**src/rtl/clock_divider_controller.sv**
```systemverilog
// clock_divider_controller: runtime-programmable /2../16 clock divider with glitch-free factor switching
module clock_divider_controller #(
  parameter int COUNTER_WIDTH = 4,
  parameter logic [1:0] DEFAULT_SEL = 2'b00
) (
  input  logic       clock,
  input  logic       reset_n,
  input  logic       enable,
  input  logic [1:0] factor_sel,
  input  logic       factor_valid,
  output logic       factor_ready,
  output logic       clock_d,
  output logic       tick,
  output logic [1:0] active_sel,
  output logic       busy
);
  typedef enum logic {IDLE, PENDING} state_t;
  state_t state;
  logic [1:0] pending;
  logic [COUNTER_WIDTH-1:0] counter;
  logic [COUNTER_WIDTH-1:0] h_m1;
  assign h_m1 = (COUNTER_WIDTH'(1) << active_sel) - COUNTER_WIDTH'(1);
  // Divider plus IDLE/PENDING switch controller; a pending factor is applied only at the end of a high phase
  always_ff @(posedge clock or negedge reset_n) begin
    if (!reset_n) begin
      counter <= '0;
      clock_d <= 1'b0;
      tick <= 1'b0;
      active_sel <= DEFAULT_SEL;
      pending <= DEFAULT_SEL;
      state <= IDLE;
      factor_ready <= 1'b1;
      busy <= 1'b0;
    end else begin
      tick <= 1'b0;
      if (state == IDLE && factor_valid) begin
        pending <= factor_sel;
        state <= PENDING;
        factor_ready <= 1'b0;
        busy <= 1'b1;
      end
      if (enable) begin
        if (counter == h_m1) begin
          counter <= '0;
          if (state == PENDING && clock_d) begin
            clock_d <= 1'b0;
            active_sel <= pending;
            state <= IDLE;
            factor_ready <= 1'b1;
            busy <= 1'b0;
          end else begin
            clock_d <= ~clock_d;
            tick <= ~clock_d;
          end
        end else begin
          counter <= counter + 1'b1;
        end
      end
    end
  end
endmodule

```
**config.mk**
```make
export PLATFORM = sky130hd
export DESIGN_NAME = clock_divider_controller
export DESIGN_NICKNAME = d
export VERILOG_FILES = /design/src/rtl/clock_divider_controller.sv
export SDC_FILE = /design/constraint.sdc
export NUM_CORES = 1
export LEC_CHECK = 0
export BUFFER_PORTS_ARGS = -buffer_cell sky130_fd_sc_hd__buf_2
export CORE_AREA = 2 2 39 41
export DETAILED_ROUTE_END_ITERATION = 10
export DIE_AREA = 0 0 41 43
export PLACE_DENSITY = 0.73
export REMOVE_ABC_BUFFERS = 1
export SLEW_MARGIN = 20
export SYNTH_ARGS = -nofsm -noshare
export SYNTH_HDL_FRONTEND = slang
export SYNTH_SLANG_ARGS = --single-unit
```
**constraint.sdc**
```tcl
create_clock -name clock -period 2.6 [get_ports clock]
set_input_delay 0.65 -clock clock [delete_from_list [all_inputs] [get_ports clock]]
set_output_delay 0.65 -clock clock [all_outputs]
set_load 0.01 [all_outputs]
```
==> flow_summary.toml <==
[sta]
timing_max_transition_violations_final = 0
slew_headroom_pct = 74.2
finClkSkew_ns = 0.00143
final.period_utilization_pct = 69.9
hold_viol_final = 0
max_freq_mhz = 551
timing.final.crit_period_ns = 1.82
finalSetupViolations = 0
grt_setup_unrepaired = "no"
worst-slew-pin-transition_ns = 0.386
tns_ns = 0

[clocking]
clk_pin_slew_ns = 0.07
cts-root-to-sink-buffers = 2
clock_sinks = 13
postCtsSetupBuffers = 0
cts_max_level = 1
cts_resized = 0
tritoncts_clock_tree = "built"
cts-buffers-inserted = 3
ctsHoldBuffers = 0
cts-root-buf = "clkbuf_4"
clk_latency_ns = 0.26

[pwr]
p_int_mw = 0.466
sw_frac_of_total_pct = 37.1
total_power_mw = 0.740
ir_drop_worst_vdd_mv = 0.469
clkPwrFrac_pct = 15.9
switch_pwr_mw = 0.275
power.static_leakage_nw = 0.366
p_per_area_nw_per_um2 = 1010
p_seq_share_pct = 52.2
power.share.combinational_pct = 31.9

[yosys]
area_of_the_mapped_netlist_um2 = 629
post_synth.cell_area_avg_um2 = 10.7
synth_warnings = 0
ys_seq_elements = 13
syn_inst = 59
synthDistinctLibCells = 27
synth.yosys.seq_area_share_pct = 51.9

[floorplanning]
top_level_ports = 12
core_area_um2 = 1380
initial_utilization_pct = 45.5
fp.dieW_um = 41
placementRows = 14
die_h_um = 43
area_enclosed_by_the_die_boundary_um2 = 1760

[worst_setup_path]
crit_required_ns = 2.75
crit_type = "reg2reg"
critical_path_cell_with_the_highest_stage_delay = "dfrtp_1"
cp_max_fo = 9
critical_path.top_delay_family = "compound AO/OA/AOI/OAI gates"
reg2reg_slack_ns = 0.78
worstPathBufferInverterCount = 0
worstSetupEndpointType = "flop"
critical_path.startpoint_type = "flop"
slowest_delay_ns = 0.47
path_cells = "nor4b_2 -> o31ai_1 -> a211oi_2 -> mux2_1"
worst_ep_arrival_time_ns = 1.97

[job]
maxCapViolCount = 0

[drt]
wl_per_cell_um = 12.7
dr.pass1.iters = 4
route.antenna.remaining_nets = 0
drcViolationCount = 0
route.detailed.vias_per_inst = 5.40
detail_route.iter0.violations = 7
wirelength_mm = 1.15
route.vias.total = 486

[finish]
layout_cell_share_with_drive_strength_beyond_1_pct = 28.4
multi_input_gate_area_in_the_final_layout_um2 = 284
sequential_cell_area_um2 = 327
antenna-diode-count = 0
area_growth_syn_to_layout_pct = 16.1
filler_cell_count = 127
final-instance-count-excl-fill = 90
nets = 82

[global_routing]
wire_length_of_the_first_global_routing_pass_mm = 1.90
grt_antenna_before_repair = 0
grt_usage_pct = 15.9
vias_in_the_first_global_route = 453
pin_count_of_the_biggest_net_entering_global_routing = 14
grt-ovfl-total = 0

[placed_design]
routabilityCongestion = 0.736
post-dp-hpwl_um = 868
numPortBuffers = 11
dp_cells = 86

[worst_hold_path]
min-delay-path-class = "in2async"

[run_status]
status = "complete, no violations"
[layout make-up]
type                       count  share of cell area [%]
inverter                       5                    2.57
tap                           16                    2.74
timing repair buffer          11                    7.53
multi-input combinational     41                    38.9
clock buffer                   4                    3.60
sequential                    13                    44.7
[cell usage after synthesis, drive strengths merged]
library cell / n / share of area [%]
nand4: 1 / 0.99
a211oi: 1 / 2.0
nor2b: 2 / 2.0
nand2: 3 / 1.8
o31ai: 1 / 1.2
nor2: 5 / 3.0
and3: 1 / 0.99
nand3: 3 / 2.4
nor4: 1 / 0.99
inv: 5 / 3.0
ha: 1 / 2.0
xor2: 1 / 1.4
and4bb: 1 / 2.0
dfrtp: 12 / 48
and4: 1 / 1.6
mux2: 4 / 7.2
nand2b: 1 / 0.99
o2bb2ai: 1 / 1.4
o21ai: 6 / 4.8
dfstp: 1 / 4.2
and4b: 1 / 1.6
a21oi: 3 / 2.4
or2: 1 / 0.99
nor4b: 1 / 2.4
o211ai: 1 / 1.2
[state kept, by name, summed over array words and instances (netlist names)]
name and flops:
state 1, factor_ready 1, active_sel 2, tick 1, counter 4, pending 2
busy 1, clock_d 1
[placed cells by master, fill, tap and decap left out, types with 2 or more instances in the layout]
cell type,Yosys,layout
dfrtp_1,12,12
buf_2,0,11
inv_1,5,5
nor2_1,5,5
nand3_1,3,3
a21oi_1,3,3
o21ai_1,3,3
o21ai_0,3,3
nand2_1,3,3
clkbuf_4,0,3
nor2b_1,2,2
mux2_1,2,2
mux2_2,2,2
[path summary, 6_finish.rpt]
check / from / endpoint / depth (start not counted)
max: counter[1]$_DFFE_PN0P_ / active_sel[1]$_DFFE_PN0P_ / 4
min: reset_n / pending[0]$_DFFE_PN0P_ / 1
max reg2reg: counter[1]$_DFFE_PN0P_ / active_sel[1]$_DFFE_PN0P_ / 4
min reg2reg: factor_ready$_DFF_PN1_ / factor_ready$_DFF_PN1_ / 2
max in group asynchronous: reset_n / factor_ready$_DFF_PN1_ / 1
min in group clock: factor_ready$_DFF_PN1_ / factor_ready$_DFF_PN1_ / 2
[kinds of logic after synthesis]
logic type	Yosys count	synth area share, %
adder cells (fa/ha/maj)	1	1.99
AO/OA/AOI/OAI	13	12.9
XOR/XNOR	1	1.39
flip-flops	13	51.9
AND/OR/NAND/NOR	22	21.7
buffers and inverters	5	2.98
multiplexers	4	7.16
[power groups by stage]
stage | Sequential, mW | Clock [mW] | Combinational, mW
after floorplan | 0.385 | 0 | 0.147
after global placement | 0.385 | 0 | 0.227
after detailed placement | 0.389 | 0 | 0.238
after CTS | 0.385 | 0.123 | 0.239
after global routing | 0.403 | 0.135 | 0.268
final | 0.387 | 0.117 | 0.236
[through the flow]
step	util, %	worst slack [ns]	area, um^2	hold WS, ns
after detailed placement	50.9	0.809	704	0.485
final	52.8	0.784	731	0.255
after CTS	52.8	0.795	731	0.253
after global placement	50.9	0.856	704	0.483
after floorplan	-	0.917	629	0.354
after global routing	52.8	0.695	731	0.262
[routing by layer]
| metal | track usage, % | wire [um] | vias to the layer above | part of all wire, % |
|---|---|---|---|---|
| met3 | 5.24 | 64 | 2 | 5.6 |
| met4 | 7.33 | 14 | 0 | 1.2 |
| met1 | 23.0 | 546 | 232 | 48 |
| met2 | 21.3 | 522 | 12 | 46 |
| li1 | - | - | 240 | - |
| met5 | 0 | 0 | - | 0 |
(Power assumes the default switching activity.)
